$ cat src/rtl/apb_slave_regfile_if.sv
// apb_slave_regfile_if: APB bus signals between requester (master) and completer (slave)
interface apb_slave_regfile_if #(
  parameter int ADDR_WIDTH = 8,
  parameter int DATA_WIDTH = 8
);
  logic                  psel;
  logic                  penable;
  logic                  pwrite;
  logic [ADDR_WIDTH-1:0] paddr;
  logic [DATA_WIDTH-1:0] pwdata;
  logic                  pready;
  logic [DATA_WIDTH-1:0] prdata;
  logic                  pslverr;
  modport master (output psel, penable, pwrite, paddr, pwdata, input pready, prdata, pslverr);
  modport slave (input psel, penable, pwrite, paddr, pwdata, output pready, prdata, pslverr);
endinterface

$ cat src/rtl/apb_slave_regfile.sv
// apb_slave_regfile: APB completer backed by a DEPTH-entry register file.
// Define APB_WAIT_STATE_EN to insert WAIT_CYCLES wait states per transfer.
module apb_slave_regfile #(
  parameter int ADDR_WIDTH  = 8,
  parameter int DATA_WIDTH  = 8,
  parameter int DEPTH       = 32,
  parameter int WAIT_CYCLES = 2
) (
  input logic                pclk,
  input logic                presetn,
  apb_slave_regfile_if.slave apb
);
  localparam int AW = (DEPTH > 1) ? $clog2(DEPTH) : 1;
`ifdef APB_WAIT_STATE_EN
  localparam bit WS_EN = 1'b1;
  localparam int CW = (WAIT_CYCLES > 0) ? $clog2(WAIT_CYCLES + 1) : 1;
`else
  localparam bit WS_EN = 1'b0;
`endif
  localparam int W = WS_EN ? WAIT_CYCLES : 0;
  typedef enum logic {IDLE, ACCESS} state_t;
  state_t                state_q, state_d;
  logic [AW-1:0]         addr_q, addr_d;
  logic                  write_q, write_d;
  logic [DATA_WIDTH-1:0] wdata_q, wdata_d;
  logic                  err_q, err_d;
  logic                  pready_q, pready_d;
  logic                  pslverr_q, pslverr_d;
  logic [DATA_WIDTH-1:0] prdata_q, prdata_d;
  logic [DATA_WIDTH-1:0] regs_q [DEPTH];
  logic [DATA_WIDTH-1:0] regs_d [DEPTH];
  logic                  setup_err;
`ifdef APB_WAIT_STATE_EN
  logic [CW-1:0]         cnt_q, cnt_d;
`endif
  assign apb.pready  = pready_q;
  assign apb.pslverr = pslverr_q;
  assign apb.prdata  = prdata_q;
  always_comb begin
    state_d   = state_q;
    addr_d    = addr_q;
    write_d   = write_q;
    wdata_d   = wdata_q;
    err_d     = err_q;
    pready_d  = pready_q;
    pslverr_d = pslverr_q;
    prdata_d  = prdata_q;
    regs_d    = regs_q;
`ifdef APB_WAIT_STATE_EN
    cnt_d     = cnt_q;
`endif
    setup_err = 32'(apb.paddr) >= DEPTH;
    if (state_q == IDLE) begin
      // penable without a preceding SETUP is a protocol error and falls through here
      if (apb.psel && !apb.penable) begin
        state_d = ACCESS;
        addr_d  = apb.paddr[AW-1:0];
        write_d = apb.pwrite;
        wdata_d = apb.pwdata;
        err_d   = setup_err;
`ifdef APB_WAIT_STATE_EN
        cnt_d   = CW'(W);
`endif
        if (W == 0) begin
          pready_d  = 1'b1;
          pslverr_d = setup_err;
          if (!apb.pwrite) prdata_d = setup_err ? '0 : regs_q[apb.paddr[AW-1:0]];
        end
      end
    end else if (!apb.psel) begin
      state_d   = IDLE;
      pready_d  = 1'b0;
      pslverr_d = 1'b0;
`ifdef APB_WAIT_STATE_EN
      cnt_d     = '0;
`endif
    end else if (pready_q) begin
      if (apb.penable) begin
        if (write_q && !err_q) regs_d[addr_q] = wdata_q;
        state_d   = IDLE;
        pready_d  = 1'b0;
        pslverr_d = 1'b0;
      end
    end
`ifdef APB_WAIT_STATE_EN
    else if (cnt_q == CW'(1)) begin
      cnt_d     = '0;
      pready_d  = 1'b1;
      pslverr_d = err_q;
      if (!write_q) prdata_d = err_q ? '0 : regs_q[addr_q];
    end else if (cnt_q > CW'(1)) begin
      cnt_d = cnt_q - CW'(1);
    end
`endif
  end
  always_ff @(posedge pclk or negedge presetn) begin
    if (!presetn) begin
      state_q   <= IDLE;
      addr_q    <= '0;
      write_q   <= 1'b0;
      wdata_q   <= '0;
      err_q     <= 1'b0;
      pready_q  <= 1'b0;
      pslverr_q <= 1'b0;
      prdata_q  <= '0;
      regs_q    <= '{default: '0};
`ifdef APB_WAIT_STATE_EN
      cnt_q     <= '0;
`endif
    end else begin
      state_q   <= state_d;
      addr_q    <= addr_d;
      write_q   <= write_d;
      wdata_q   <= wdata_d;
      err_q     <= err_d;
      pready_q  <= pready_d;
      pslverr_q <= pslverr_d;
      prdata_q  <= prdata_d;
      regs_q    <= regs_d;
`ifdef APB_WAIT_STATE_EN
      cnt_q     <= cnt_d;
`endif
    end
  end
endmodule
$ cat src/flat_wrapper.sv
// flat-port wrapper written by rule: the top's interface ports become plain ports
module apb_slave_regfile_flat 
#(
  parameter int ADDR_WIDTH  = 8,
  parameter int DATA_WIDTH  = 8,
  parameter int DEPTH       = 32,
  parameter int WAIT_CYCLES = 2
)
  (pclk, presetn, apb_psel, apb_penable, apb_pwrite, apb_paddr, apb_pwdata, apb_pready, apb_prdata, apb_pslverr);
  apb_slave_regfile_if #(.ADDR_WIDTH(ADDR_WIDTH), .DATA_WIDTH(DATA_WIDTH)) apb_i ();
  input logic pclk;
  input logic presetn;
  input wire logic [$bits(apb_i.psel)-1:0] apb_psel;
  input wire logic [$bits(apb_i.penable)-1:0] apb_penable;
  input wire logic [$bits(apb_i.pwrite)-1:0] apb_pwrite;
  input wire logic [$bits(apb_i.paddr)-1:0] apb_paddr;
  input wire logic [$bits(apb_i.pwdata)-1:0] apb_pwdata;
  output wire logic [$bits(apb_i.pready)-1:0] apb_pready;
  output wire logic [$bits(apb_i.prdata)-1:0] apb_prdata;
  output wire logic [$bits(apb_i.pslverr)-1:0] apb_pslverr;
  assign apb_i.psel = apb_psel;
  assign apb_i.penable = apb_penable;
  assign apb_i.pwrite = apb_pwrite;
  assign apb_i.paddr = apb_paddr;
  assign apb_i.pwdata = apb_pwdata;
  assign apb_pready = apb_i.pready;
  assign apb_prdata = apb_i.prdata;
  assign apb_pslverr = apb_i.pslverr;
  apb_slave_regfile #(.ADDR_WIDTH(ADDR_WIDTH), .DATA_WIDTH(DATA_WIDTH), .DEPTH(DEPTH), .WAIT_CYCLES(WAIT_CYCLES)) u_core (.pclk(pclk), .presetn(presetn), .apb(apb_i));
endmodule
$ cat config.mk
export PLATFORM = sky130hd
export DESIGN_NAME = apb_slave_regfile_flat
export DESIGN_NICKNAME = d
export VERILOG_FILES = /design/src/rtl/apb_slave_regfile_if.sv /design/src/rtl/apb_slave_regfile.sv /design/src/flat_wrapper.sv
export SDC_FILE = /design/constraint.sdc
export NUM_CORES = 1
export LEC_CHECK = 0
export BUFFER_PORTS_ARGS = -buffer_cell sky130_fd_sc_hd__buf_2
export CORE_ASPECT_RATIO = 1.1
export CORE_MARGIN = 5
export CORE_UTILIZATION = 33
export CTS_CLUSTER_SIZE = 14
export DETAILED_ROUTE_END_ITERATION = 12
export PLACE_DENSITY = 0.58
export SKIP_LAST_GASP = 1
export SLEW_MARGIN = 20
export SYNTH_ARGS = -nofsm -noshare
export SYNTH_HDL_FRONTEND = slang
export SYNTH_SLANG_ARGS = --single-unit
$ cat constraint.sdc
create_clock -name pclk -period 2.63 [get_ports pclk]
set_clock_uncertainty 0.2 [all_clocks]
set_input_delay 0.263 -clock pclk [delete_from_list [all_inputs] [get_ports pclk]]
set_output_delay 0.263 -clock pclk [all_outputs]
set_load 0.05 [all_outputs]
**After elaboration in Yosys (flattened, before gate mapping)**

Index checks and enable logic that the tools add are counted.

- Register bits after elaboration: 282
- Bits of input ports: 21
- Output and inout port bits: 10
- Word-level logic and storage cells: 81

- $lt $le $gt $ge: 4
- Equal/unequal tests: 2
- Mux-type cells: 21
- Bitwise operators: 4
- Reductions and logical operators: 10

Operator list:

| cell | number |
|---|---|
| 256-bit bitwise mux | 1 |
| 8-bit binary-select mux with 5-bit select | 1 |
| 8-bit demux with 5-bit select | 1 |
| 8-bit 2-to-1 mux | 4 |
| 1-bit 2-to-1 mux | 14 |
| 6-bit >= comparator, second input constant | 2 |
| 5-bit NOT with 6-bit output | 2 |
| 8-bit by 6-bit >= comparator with 1-bit output, second input constant | 1 |
| 6-bit by 1-bit < comparator with 1-bit output, second input constant | 1 |
| 3-bit inequality test, second input constant | 2 |
| 3-bit AND reduction | 2 |
| 5-bit AND reduction | 1 |
| 1-bit logical AND | 3 |
| 1-bit zero test | 2 |
| 1-bit NOT | 2 |
| 2-bit AND reduction | 1 |
| 2-bit nonzero test | 1 |

**Depth between registers and ports, before layout**

- Depth after elaboration: 6
- Gate-level depth with buffers: 8
- Gate-level depth less buffers: 5

**Worst setup path before layout**

No wires, ideal clock.

- Path kind: register -> register
- From: register u_core.pready_q (netlist: u_core.apb.pready)
- To: register u_core.regs_q[10] in the netlist's numbering
- Library setup time: 0.125 ns
- Data arrival time: 1.967 ns
- Required time: 2.305 ns
- Path slack: 0.338 ns
- Stages on the path, launching flop included: 7
- Buffers on the path: 1
- Clock period less this slack: 2.292 ns
- Cells stage by stage: dfrtp_1 -> nand4b_1 -> nor2_2 -> nand3b_1 -> buf_2 -> nor2_2 -> mux2_2

- Longest elaborated chain between the ends: 1

RTL lines:

| item | RTL line | RTL |
|---|---|---|
| from (decl) | apb_slave_regfile.sv:27 | `logic pready_q, pready_d;` |
| from (signal assigned) | apb_slave_regfile.sv:116 | `pready_q <= pready_d;` |
| 5-bit AND reduction (no source line) | -- |  |
| to (signal assigned) | apb_slave_regfile.sv:119 | `regs_q <= regs_d;` |
| to (decl) | apb_slave_regfile.sv:30 | `logic [DATA_WIDTH-1:0] regs_q [DEPTH];` |

Every way passes these cells.
A chain may end at the register's enable or synchronous reset.

**Worst setup path after layout**

- From: register u_core.err_q
- To: register u_core.regs_q[233] in the netlist's numbering

- Longest elaborated chain between the ends: 3

RTL lines:

| item | RTL line | RTL |
|---|---|---|
| from (decl) | apb_slave_regfile.sv:26 | `logic err_q, err_d;` |
| from (signal assigned) | apb_slave_regfile.sv:115 | `err_q <= err_d;` |
| 1-bit zero test | apb_slave_regfile.sv:79 | `if (write_q && !err_q) regs_d[addr_q] = wdata_q;` |
| 1-bit logical AND | apb_slave_regfile.sv:79 |  |
| 5-bit AND reduction (no source line) | -- |  |

Every way passes these cells.

==> out/metrics.csv <==
metric,value,unit
status,finished clean,
power density of the placed cells,641,nW/um2
drt wl/cell,21.1,um
most frequent cells after synthesis,"282 x dfrtp_1, 278 x mux2_2, 64 x mux2i_1",
worst slack at placement,-32.7,ps
unrepaired setup endpoints after global routing,no,
Final Hold Vio Count,0,
Worst Setup End Kind,register,
share of layout cells above drive strength 1,48.2,%
Hold WC Path Type,in -> reg,
Root Driver,clkbuf_16,
Syn Inst Count,884,
CTS Buf Count,34,
latest clock arrival within the worst-skew pair,510,ps
number of I/O pins,31,
DIE WIDTH,200,um
critical path class,reg -> reg,
die area,43900,um2
DRT Pass-1 Iters,4,
Slew headroom,33.4,%
"count leader, synth",dfrtp_1,
clock buffer depth,3,
Final Setup Violations,0,
yosys warns,0,
Synth area leaders,"dfrtp_1 54%, mux2_2 24%, mux2i_1 4.9%",
PortBufs,30,
fraction of registers with async set/reset,100,%
Tcrit/Tclk final,90.7,%
Post-layout nets,978,
core area,39300,um2
part of the Yosys area used for sequential elements,53.7,%
row count,76,
actual slew at the worst max-slew pin,997,ps
initial core utilization,33.5,%
setup repair bufs after CTS,0,
final setup margin,243,ps
Leakage,7.38,nW
gr ovfl total,0,
Clock transition at path regs,60,ps
CTS tree,built,
grt met1 use,19.6,%
#FFs+latches synth,282,
Critical Path Start Type,register,
Mapped Area,13100,um2
Post-DP HPWL,20600,um
dominant cell type by area after synthesis,dfrtp_1,
H-tree Lvls,2,
CTS Sinks,282,
# DRC,0,
Die H,219,um
Final Util,38.7,%
Pins Over Slew Limit,0,
Max Fanout on Critical Path,8,
Post-synth EDFFs,0,
fin cells,1483,
Worst EP arrival,2550,ps
Synth cell types,47,
aggregate global-route resource usage,14.4,%
largest net degree at the start of global routing,79,
Worst VDD drop,0.494,mV
Synth Flop Type,dfrtp_1,
Routed Antenna Nets,0,
GRT met3 Usage,2.26,%
Critical Path RT,2800,ps
1st-iter DRT viols,395,
Fillers,3661,
vias in the first global route,8095,
initial antenna violation count,1,
post-synthesis net count,905,
busiest layer in global routing,met2,
Avg Synthesized Cell Area,14.9,um2
met2 GRT Util,24.5,%
"wirelength, routed",31400,um
dpl cells,1414,
Avg Vias per Cell,5.09,
vias,7543,
ant diodes,0,
max cap viols,0,
Max Fclk,419,MHz
area delta synth->final,15.7,%
min cycle time layout,2390,ps
Synth top area share,53.7,%
GP Congestion,0.782,
first-pass GRT wire length,49600,um
[cell usage in the layout (no fill, tap or decap), types with 15 or more instances in the layout]
cell type	count
a21oi_1	23
a22oi_1	15
buf_2	28
buf_4	55
clkbuf_16	35
dfrtp_1	282
mux2_2	278
mux2i_1	64
mux4_1	18
nor2_2	23
[flip-flops by register name, summed over array words and instances, names as in the netlist]
register	cells
u_core.err_q	1
u_core.addr_q	5
u_core.apb.pready	1
u_core.wdata_q	8
u_core.state_q	1
u_core.apb.prdata	8
u_core.write_q	1
u_core.regs_q	256
u_core.apb.pslverr	1
[path summary, 6_finish.rpt]
check / end / cells past startpoint / startpoint / slack [ps]
hold reg to reg: u_core.regs_q[148] / 1 / u_core.regs_q[148] / 290
setup / recovery: u_core.regs_q[233] / 6 / u_core.err_q / 240
min in group asynchronous: u_core.regs_q[17] / 2 / presetn / 130
max in group asynchronous: u_core.wdata_q[7] / 3 / presetn / 1360
hold / removal: u_core.apb.prdata[0] / 5 / apb_pwrite / 100
setup reg to reg: u_core.regs_q[233] / 6 / u_core.err_q / 240
[where the power goes]
| part | switching (mW) | internal [mW] | leakage (nW) |
|---|---|---|---|
| combinational | 0.620 | 0.279 | 2.97 |
| sequential | 0.0882 | 4.42 | 3.90 |
| clock | 1.76 | 2.59 | 0.513 |
| total | 2.47 | 7.29 | 7.38 |
[routing by layer]
metal	vias up	part of all wire, %
met5	-	0.064
met3	40	3.8
met2	109	49
li1	3423	-
met4	2	1.7
met1	3969	45
[cells by family (layout without fill, tap and decap cells)]
| logic type | count (synthesis) | count (layout) | synth area share [%] |
|---|---|---|---|
| muxes | 374 | 374 | 34.7 |
| DFF | 282 | 282 | 53.7 |
| and+or+nand+nor | 86 | 86 | 4.17 |
| AOI/OAI and AO/OA | 74 | 74 | 4.23 |
| buffers and inverters | 68 | 160 | 3.21 |
[cell type report]
type	instances	area, um2	area share [%]
sequential	282	7060	46.4
multi-input combinational	534	5670	37.3
clock buffer	47	981	6.45
timing repair buffer	104	820	5.39
tap	507	634	4.17
clock inverter	8	43.8	0.288
inverter	1	3.75	0.0247
[timing repair]
item | in CTS | in global routing
hold endpoints to repair | 82 | 0
gates resized for setup | 0 | 0
hold buffers | 14 | 0
[worst max-delay path, stage by stage (launching register included)]
cell and delay (ps):
dfrtp_1 380, nand4b_1 180, nor2_2 330, nand3b_1 160, buf_4 190, nor2_2 410
mux2_2 390
[stage by stage]
step                power, mW  setup TNS [ps]  cell area (um2)  hold WS [ps]
finish                   9.75               0            15200          97.2
global route             10.1               0            15200          92.3
CTS                      9.89               0            15200          59.3
detailed placement       5.49           -32.7            14000           107
global placement         5.48           -14.0            14000           107
floorplan                5.08               0            13100          -233
(Power assumes the default switching activity.)
